$ cat config.mk
export PLATFORM = sky130hd
export DESIGN_NAME = ibufds_deser
export DESIGN_NICKNAME = d
export VERILOG_FILES = /design/src/rtl/ibufds_deser.sv
export SDC_FILE = /design/constraint.sdc
export NUM_CORES = 1
export LEC_CHECK = 0
export CAP_MARGIN = 20
export CORE_MARGIN = 5
export CORE_UTILIZATION = 42
export CTS_CLUSTER_SIZE = 40
export DETAILED_ROUTE_END_ITERATION = 8
export PLACE_DENSITY = 0.71
export SLEW_MARGIN = 20
export SYNTH_ARGS = -nofsm -noshare
export SYNTH_HDL_FRONTEND = slang
export SYNTH_SLANG_ARGS = --single-unit
$ cat constraint.sdc
create_clock -name CLK -period 1.5 [get_ports CLK]
set_input_delay 0.225 -clock CLK [delete_from_list [all_inputs] [get_ports CLK]]
set_output_delay 0.225 -clock CLK [all_outputs]
set_load 0.1 [all_outputs]
$ cat src/rtl/ibufds_deser.sv
// ibufds_deser: differential input buffer with per-channel serial-to-parallel conversion and bit-slip word alignment.
// Latency: O is combinational; the first bit after reset reaches the Q MSB, and Q_VALID pulses after edge DATA_WIDTH.
// Backpressure: none; a BITSLIP cycle holds the word counter, so that period is one bit longer.
// Ports: CLK/RST (async active-high); I/IB diff pairs; BITSLIP shared slip request;
//        O single-ended pass-through; Q packed words (channel c at c*DATA_WIDTH); Q_VALID word strobe;
//        DIFF_ERR sticky per-channel invalid-pair flag.
module ibufds_deser #(
    parameter int                  CHANNELS    = 1,
    parameter int                  DATA_WIDTH  = 8,
    parameter logic [CHANNELS-1:0] IS_INVERTED = {CHANNELS{1'b0}},
    parameter string               DIFF_TERM   = "FALSE",
    parameter string               IOSTANDARD  = "DEFAULT"
) (
    input  logic                           CLK,
    input  logic                           RST,
    input  logic [CHANNELS-1:0]            I,
    input  logic [CHANNELS-1:0]            IB,
    input  logic                           BITSLIP,
    output logic [CHANNELS-1:0]            O,
    output logic [CHANNELS*DATA_WIDTH-1:0] Q,
    output logic                           Q_VALID,
    output logic [CHANNELS-1:0]            DIFF_ERR
);

    localparam int CW = (DATA_WIDTH > 2) ? $clog2(DATA_WIDTH) : 1;
    localparam logic [CW-1:0] LAST = CW'(DATA_WIDTH - 1);

    // Parameter legality is enforced at elaboration time.
    if (CHANNELS < 1 || CHANNELS > 32) begin : g_bad_channels
        $error("ibufds_deser: CHANNELS must be in 1..32");
    end
    if (DATA_WIDTH < 2 || DATA_WIDTH > 16) begin : g_bad_width
        $error("ibufds_deser: DATA_WIDTH must be in 2..16");
    end
    // The attributes carry no behaviour, but malformed values are still rejected.
    if (DIFF_TERM != "TRUE" && DIFF_TERM != "FALSE") begin : g_bad_diff_term
        $error("ibufds_deser: DIFF_TERM must be \"TRUE\" or \"FALSE\"");
    end
    if (IOSTANDARD == "") begin : g_bad_iostandard
        $error("ibufds_deser: IOSTANDARD must not be empty");
    end

    logic [CHANNELS-1:0]   pair_ok;
    logic [CHANNELS-1:0]   held;
    logic [CHANNELS-1:0]   d;
    logic [CW-1:0]         cnt;
    // Only the DATA_WIDTH-1 most recent bits are stored. The newest bit
    // comes straight from d, so the oldest bit never needs a flop.
    logic [DATA_WIDTH-2:0] sh   [CHANNELS];
    logic [DATA_WIDTH-1:0] word [CHANNELS];

    assign O       = I ^ IS_INVERTED;
    assign pair_ok = I ^ IB;
    // On an invalid pair (I==IB), the last valid resolved bit is repeated.
    assign d       = (pair_ok & O) | (~pair_ok & held);

    always_comb begin
        for (int c = 0; c < CHANNELS; c++) begin
            word[c] = {sh[c], d[c]};
        end
    end

    always_ff @(posedge CLK or posedge RST) begin
        if (RST) begin
            cnt      <= '0;
            Q        <= '0;
            Q_VALID  <= 1'b0;
            DIFF_ERR <= '0;
            held     <= '0;
            for (int c = 0; c < CHANNELS; c++) begin
                sh[c] <= '0;
            end
        end else begin
            // d already equals held on an invalid pair, so held changes only on valid samples.
            held     <= d;
            DIFF_ERR <= DIFF_ERR | ~pair_ok;
            for (int c = 0; c < CHANNELS; c++) begin
                sh[c] <= word[c][DATA_WIDTH-2:0];
            end
            if (BITSLIP) begin
                // The counter holds while shifting continues, so the boundary moves one bit later.
                Q_VALID <= 1'b0;
            end else if (cnt == LAST) begin
                cnt     <= '0;
                Q_VALID <= 1'b1;
                for (int c = 0; c < CHANNELS; c++) begin
                    Q[c*DATA_WIDTH +: DATA_WIDTH] <= word[c];
                end
            end else begin
                cnt     <= cnt + 1'b1;
                Q_VALID <= 1'b0;
            end
        end
    end

endmodule
=== After elaboration in Yosys (flattened, before gate mapping) ===
Cells that the tools add are included.

* Word-level logic and storage cells: 19
* Input bits: 5
* Register bits: 21
* Output and inout bits: 11

* Equal/unequal tests: 1
* Bitwise logic cells: 7
* Mux-type cells: 3
* $add $sub $neg: 1
* Reduce and logical (&&, ||, !) cells: 1

{| class="wikitable"
|+ Operator list
! kind !! number
|-
| adder 3 x 1 -> 3 bit, second input constant || 1
|-
| equality test 3 bit, second input constant || 1
|-
| two-way mux 3 bit || 1
|-
| AND 1 bit || 2
|-
| two-way mux 1 bit || 2
|-
| inverter 1 bit || 2
|-
| bitwise OR 1 bit || 2
|-
| AND reduction 2 bit || 1
|-
| XOR 1 bit || 1
|}

=== Longest topological paths before layout ===
Gate-level depths: netlist of run 1.

* Depth after elaboration: 4
* Gate-level depth with buffers: 6
* Depth with buffers taken out: 5

=== Least setup slack after synthesis of run 1 ===
Ideal clock, no wire load.

* Path kind: flip-flop to flip-flop
* From: reg cnt[0]
* To: reg Q[1]
* Arrival time: 1.296 ns
* Required time: 1.374 ns
* Stages on the path, launching flop included: 6
* Slack: 0.078 ns
* Path buffers: 1
* Library setup time: 0.126 ns
* Period minus slack after synthesis: 1.422 ns
* Cells stage by stage: dfrtp_1 > ha_1 > ha_1 > nor2b_1 > buf_6 > mux2_4

* Longest elaborated chain between the ends: 2

{| class="wikitable"
|+ Ends and longest elaborated chain
! item !! RTL line !! RTL
|-
| start, declared || 46 || <nowiki>logic [CW-1:0] cnt;</nowiki>
|-
| start signal, assigned || 90 || <nowiki>cnt <= cnt + 1'b1;</nowiki>
|-
| equality test 3 bit || 83 || <nowiki>end else if (cnt == LAST) begin</nowiki>
|-
| AND reduction 2 bit (no line) || -- ||
|-
| end signal, assigned by index || 87 || <nowiki>Q[c*DATA_WIDTH +: DATA_WIDTH] <= word[c];</nowiki>
|-
| end, declared || 20 || <nowiki>output logic [CHANNELS*DATA_WIDTH-1:0] Q,</nowiki>
|}

Every way passes these cells.
A chain may end at the register's enable or synchronous reset.

=== Worst setup path in the final report of run 1 ===
* From: reg cnt[0]
* To: reg Q[7]

Same word-level chain as after synthesis.

==> results of run 1 <==
-- cell type report --
class	count	area [um2]	area share, %
clock buffer	4	36.28	3.284
inverter	2	7.507	0.6795
multi-input combinational	21	219.0	19.82
sequential	20	500.5	45.30
tap	25	31.28	2.831
timing repair buffer	20	310.3	28.09
-- registers in the layout, indices dropped and copies added (netlist names) --
| register | flops |
|---|---|
| Q_VALID | 1 |
| cnt | 3 |
| sh | 7 |
| DIFF_ERR | 1 |
| Q | 8 |
-- critical path, delay by kind of cell (launching register included) --
kind                     cells  cell delay [ns]
buffers and inverters        1             0.14
multiplexers                 1             0.29
AND/OR/NAND/NOR              1             0.14
flip-flops                   1             0.40
adder cells (fa/ha/maj)      2             0.40
-- cells in the final DEF (no fill, tap or decap), drive strengths merged --
master / synthesis / layout
clkbuf: 0 / 4
mux2: 9 / 9
ha: 2 / 2
inv: 2 / 2
dfrtp: 20 / 20
nand2b: 1 / 1
nor2b: 3 / 3
a21o: 1 / 1
nor2: 2 / 2
nor3: 1 / 1
o22ai: 1 / 1
buf: 2 / 16
o21bai: 1 / 1
clkdlybuf4s50: 0 / 4
-- cells by family after synthesis --
family	Yosys count	share of synthesized area (%)
and+or+nand+nor	7	5.085
adders and majority gates	2	3.389
muxes	9	17.29
AOI/OAI and AO/OA	3	2.883
buffers and inverters	4	3.560
DFF	20	67.80
-- worst min-delay path by stage --
stage	from	endpoint	slack, ns	cells after the start
2_1_floorplan	RST	DIFF_ERR$_DFF_PP0_	0.19	1
3_3_place_gp	sh[2]$_DFF_PP0_	sh[3]$_DFF_PP0_	0.36	0
3_5_place_dp	sh[4]$_DFF_PP0_	sh[5]$_DFF_PP0_	0.37	0
4_1_cts	RST	Q[4]$_DFFE_PP0P_	0.25	3
5_1_grt	RST	sh[5]$_DFF_PP0_	0.28	3
6_report	RST	sh[5]$_DFF_PP0_	0.25	3
-- repair_timing --
item	in CTS	in global routing
hold buffers	0	0
resized for setup	2	0
endpoints found under the setup margin	9	7
setup buffers	0	2
-- routing by layer --
layer  vias to the layer above  track usage [%]  routed length [um]
met5                         -                0                   0
met2                        13            16.32                 579
li1                        194                -                   -
met1                       206            15.21                 579
met3                         0            2.865                  51
met4                         0            5.240                   0
-- metrics by stage --
stage / instance area, um2 / worst slack [ns] / TNS (ns)
final: 1105 / 0.03151 / 0
after global routing: 1105 / 0.008268 / 0
after CTS: 1077 / 0.01091 / 0
after detailed placement: 1033 / -0.4765 / -3.898
after global placement: 1033 / -0.4112 / -3.216
after floorplan: 738.2 / 0.07789 / 0
==> metrics.txt, run 1 <==
worst setup path startpoint=cnt[0]$_DFFE_PP0N_; number of inserted diodes=0; average via count per standard cell=roughly 4.5; worst-case hold slack=0.2530 ns; Worst Path Required=~1.7 ns; RSZ-0062 raised after global routing=no; Worst Setup Path Type=flip-flop to flip-flop; initial core utilization=between 40% and 50%; number of DRC markers in iteration 0=1; slowest stage delay, CP=approximately 0.40 ns; Achievable Freq=681.0 MHz; input/output buffers=15; aggregate global routing overflow=0; wire length of the first global-routing pass=about 2100 um; average cell area after synthesis=16.40 um2; largest fanout of any net on the critical path=9; iteration count of the initial detailed-routing pass=2; vertical die dimension=roughly 52 um; worst flop-to-flop path endpoint=Q[7]$_DFFE_PP0P_; critical path's slowest cell=sky130_fd_sc_hd__dfrtp_1; clock sink count=20; count of distinct cell types in the synthesized netlist=14; CTS H-tree depth=1; share of the synthesized area in the top cell type=about two thirds; DRC violation count after routing=0; antenna-violating nets left=0; row cnt=15; reported max-cap violation count=0; Slew @ Worst Pin=around 0.24 ns; filler instances=~120; antenna violations before repair=0; number of buffers on the longest clock path=2; Post-Layout Cell Count=just over 90; total of flip-flops plus latches after synthesis=20; number of global-route vias before repair=approximately 470; detailed-route wire length per cell=13.15 um; worst-case reg-to-reg path depth=5; worst max-slew margin expressed relative to the limit=between 80% and 90%; post-synthesis cell count=45; Setup crit end kind=flip-flop; count of yosys warnings during synthesis=0; nets in the synthesized netlist=between 50 and 60; total clock buffers created by CTS=3; Layout Area Growth over Synthesis=49.66%; total global-route track usage=about 11%; Final setup viols=0; clock slew seen by the registers of the worst setup and hold paths=0.10 ns; most frequently used flop master after synthesis=sky130_fd_sc_hd__dfrtp_1; cell chain of the critical path=ha_1, ha_1, nor2b_4, buf_12, mux2_4; share of async-settable or async-resettable flops after synthesis=100.0%; start of the worst register-to-register path=cnt[0]$_DFFE_PP0N_; arrival time worst endpoint=between 1.5 and 2 ns; final clock skew=between 0.0015 and 0.002 ns; NumNets Final=between 70 and 80; number of failing hold endpoints at the final stage=0; Hold WC Path Type=primary input to async pin; ratio of cells with drive above 1 in the final layout=between 40 and 50%; worst reg2reg setup slack=~0.032 ns; final period utilization=about 98%; placed insts=86; wire length after detailed routing=approximately 1200 um; root cell of the clock tree=sky130_fd_sc_hd__clkbuf_4; HPWL after detailed placement=about 890 um; floorplan die area=around 0.0027 mm2; top post-synthesis cells by area=sky130_fd_sc_hd__dfrtp_1 68%, sky130_fd_sc_hd__mux2_4 14%, sky130_fd_sc_hd__ha_1 3.4%, sky130_fd_sc_hd__mux2_2 3.1%, sky130_fd_sc_hd__nor2b_1 2.5%; number of pins with negative max-slew slack in the final report=0; insertion delay to the later sink of the worst-skew pair=0.28 ns; Worst Setup EP=Q[7]$_DFFE_PP0P_; Die Wd=51.93 um; number of top-level pins=16; pin count of the biggest net entering global routing=21; fraction of the yosys area taken by sequential cells=67.80%; cell mode on critical path=sky130_fd_sc_hd__ha_1; number of synthesized flops with an enable pin=0; top cell type by total area after synthesis=sky130_fd_sc_hd__dfrtp_1; RePlAce Congestion=just under 0.7; crit path launch type=flip-flop; most frequently used cell type in the post-synthesis netlist=sky130_fd_sc_hd__dfrtp_1; TritonCTS clock tree=done; netlist area before placement=approximately 740 um2; min cycle time layout=between 1 and 1.5 ns; total via count in the routed design=between 400 and 500; run status=completed; most used standard cells in the synthesized netlist=20 x sky130_fd_sc_hd__dfrtp_1, 7 x sky130_fd_sc_hd__mux2_4, 3 x sky130_fd_sc_hd__nor2b_1; core footprint=approximately 0.0017 mm2; utilization of the core after routing=64.69%
Power of run 1 is left out: the tool's default activity adds up to more than one toggle a clock period on the data nets, which glitch-free logic cannot reach.
==> run 2: changes to the inputs <==
CAP_MARGIN = unset   (was 20)
CORE_UTILIZATION = 47   (was 42)
PLACE_DENSITY = 0.75   (was 0.71)
TNS_END_PERCENT = 20   (was unset)
clock period = 1.65 ns   (was 1.5 ns; I/O delays follow)
==> run 2 against run 1 <==
  * Core utilization grew 7.2 points
  * Sequential cell count is the same
  * Routed wire length shrank 3.6%
  * Sequential share of layout area grew 0.94 points
  * Setup slack gained 0.11 ns
  * Count of clock-buffer cells in the layout shrank 1
  * Final area shrank 2.0%
  * Global-route usage is essentially flat
  * Final cell count shrank 12%
  * Highest routed layer is now met4
==> metrics.txt, run 2 (same netlist as run 1, synthesis figures left out) <==
run status=completed; number of global-route vias before repair=463 (-2.1%); start of the worst register-to-register path=cnt[0]$_DFFE_PP0N_; Final setup viols=0 (unchanged); Worst Setup Path Type=flip-flop to flip-flop; final period utilization=91.58% (-6.3 points); number of inserted diodes=0 (unchanged); Hold WC Path Type=primary input to async pin; initial core utilization=49.00% (+5.8 points); clock sink count=20 (unchanged); number of buffers on the longest clock path=2 (unchanged); vertical die dimension=49.63 um (-4.4%); number of DRC markers in iteration 0=5 (+4); floorplan die area=0.002463 mm2 (-8.6%); number of failing hold endpoints at the final stage=0 (unchanged); final standard cell area without fillers=0.001082 mm2 (-2.0%); leading cell types in the layout, fill and taps excluded=20 x sky130_fd_sc_hd__dfrtp_1, 11 x sky130_fd_sc_hd__buf_12, 7 x sky130_fd_sc_hd__mux2_4; wire length after detailed routing=1167 um (-3.6%); filler instances=103 (-17%); total global-route track usage=11.15% (+0.035 points); pin count of the biggest net entering global routing=21 (unchanged); Worst Path Required=1.84 ns (+0.16 ns); sum of routed wire segments on met1=527 um (-9.0%); RSZ-0062 raised after global routing=no; RePlAce Congestion=0.6554 (-4.4%); ratio of cells with drive above 1 in the final layout=43.08% (-1.7 points); detailed-route wire length per cell=14.41 um (+9.5%); Slew @ Worst Pin=0.3517 ns (+0.1130 ns); final clock skew=0.01172 ns (+0.01007 ns); antenna-violating nets left=0 (unchanged); crit path launch type=flip-flop; number of top-level pins=16 (unchanged); iteration count of the initial detailed-routing pass=2 (unchanged); worst max-slew margin expressed relative to the limit=76.50% (-7.6 points); input/output buffers=15 (unchanged); antenna violations before repair=0 (unchanged); number of hold buffers added after CTS=0 (unchanged); HPWL after detailed placement=854.7 um (-4.3%); biggest regs=Q x8, sh x7, cnt x3; max FFs per register=8 (unchanged); core footprint=0.001506 mm2 (-12%); WL met2=557 um (-3.8%); worst-case reg-to-reg path depth=4 (-1); cell area after placement=0.001022 mm2 (-1.1%); arrival time worst endpoint=1.70 ns (+0.05 ns); worst reg2reg setup slack=0.14 ns (+0.11 ns); row cnt=14 (-1); total via count in the routed design=407 (-1.5%); Post-Layout Cell Count=81 (-12%); reported max-cap violation count=0 (unchanged); Setup crit end kind=flip-flop; placed insts=77 (-10%); largest register by flop count=Q; wire length of the first global-routing pass=2049 um (-2.9%); multi-input logic area=219.0 um2 (unchanged); commonest non-fill, non-tap cell in the layout=sky130_fd_sc_hd__dfrtp_1; Achievable Freq=661.8 MHz (-2.8%); total clock buffers created by CTS=3 (unchanged); root cell of the clock tree=sky130_fd_sc_hd__clkbuf_4; DRC violation count after routing=0 (unchanged); sequential standard cell area=500.5 um2 (unchanged); min cycle time layout=1.511 ns (+0.04252 ns); number of pins with negative max-slew slack in the final report=0 (unchanged); NumNets Final=73 (-2.7%); worst flop-to-flop path endpoint=Q[7]$_DFFE_PP0P_; average via count per standard cell=5.025 (+12%); Layout Area Growth over Synthesis=46.61%; CTS H-tree depth=1 (unchanged); insertion delay to the later sink of the worst-skew pair=0.30 ns (+0.02 ns); largest fanout of any net on the critical path=10 (+1); aggregate global routing overflow=0 (unchanged); Die Wd=49.63 um (-4.4%); clock slew seen by the registers of the worst setup and hold paths=0.12 ns (+0.02 ns); TritonCTS clock tree=done; highest layer used for signal routing=met4; metal3 WL=64 um (+25%)
[run 2: cell count changes in the layout (fill, tap and decap cells not counted)]
cell                        change
sky130_fd_sc_hd__buf_12         -1
sky130_fd_sc_hd__buf_4          -1
sky130_fd_sc_hd__bufinv_16      +1
sky130_fd_sc_hd__clkbuf_8       -1
[run 2: per-layer routing]
metal,up-vias,track usage [%]
met2,14,18.01
met4,0,6.550
li1,189,-
met1,202,13.09
met5,-,0
met3,2,3.012
[run 2: how the worst max path moves through the flow]
stage,end,slack [ns],cells past startpoint,start
after floorplan,Q[1]$_DFFE_PP0P_,0.23,5,cnt[0]$_DFFE_PP0N_
after global placement,Q[1]$_DFFE_PP0P_,-0.27,3,BITSLIP
after detailed placement,Q[3]$_DFFE_PP0P_,-0.31,4,cnt[0]$_DFFE_PP0N_
after CTS,Q[6]$_DFFE_PP0P_,0.15,4,cnt[0]$_DFFE_PP0N_
after global routing,Q[4]$_DFFE_PP0P_,0.07,4,cnt[0]$_DFFE_PP0N_
final,Q[7]$_DFFE_PP0P_,0.14,4,cnt[0]$_DFFE_PP0N_
[run 2: layout make-up]
class,count,share of cell area (%)
multi-input combinational,21,20.23
inverter,2,0.6936
clock inverter,1,2.775
tap,16,1.850
clock buffer,3,2.081
sequential,20,46.24
timing repair buffer,18,26.13
[run 2: worst max-delay path, stage by stage, from the launching register on]
cell                      delay [ns]
sky130_fd_sc_hd__dfrtp_1        0.36
sky130_fd_sc_hd__ha_1           0.15
sky130_fd_sc_hd__ha_1           0.19
sky130_fd_sc_hd__nor2b_4        0.37
sky130_fd_sc_hd__mux2_4         0.33
[run 2: stage by stage]
step	TNS (ns)	setup WS [ns]	hold WS, ns	util (%)
final	0	0.1390	0.2638	71.84
after global routing	0	0.06988	0.2979	71.84
after CTS	0	0.1465	0.2805	71.84
after detailed placement	-2.293	-0.3073	0.3682	67.86
after global placement	-1.925	-0.2668	0.3634	67.86
after floorplan	0	0.2279	0.2113	-
[run 2: what timing repair did]
item                       4_1_cts  5_1_grt
buffers inserted                 0        0
setup endpoints to repair        9        0
gates resized for setup          2        0
Power of run 2 is left out for the same reason.
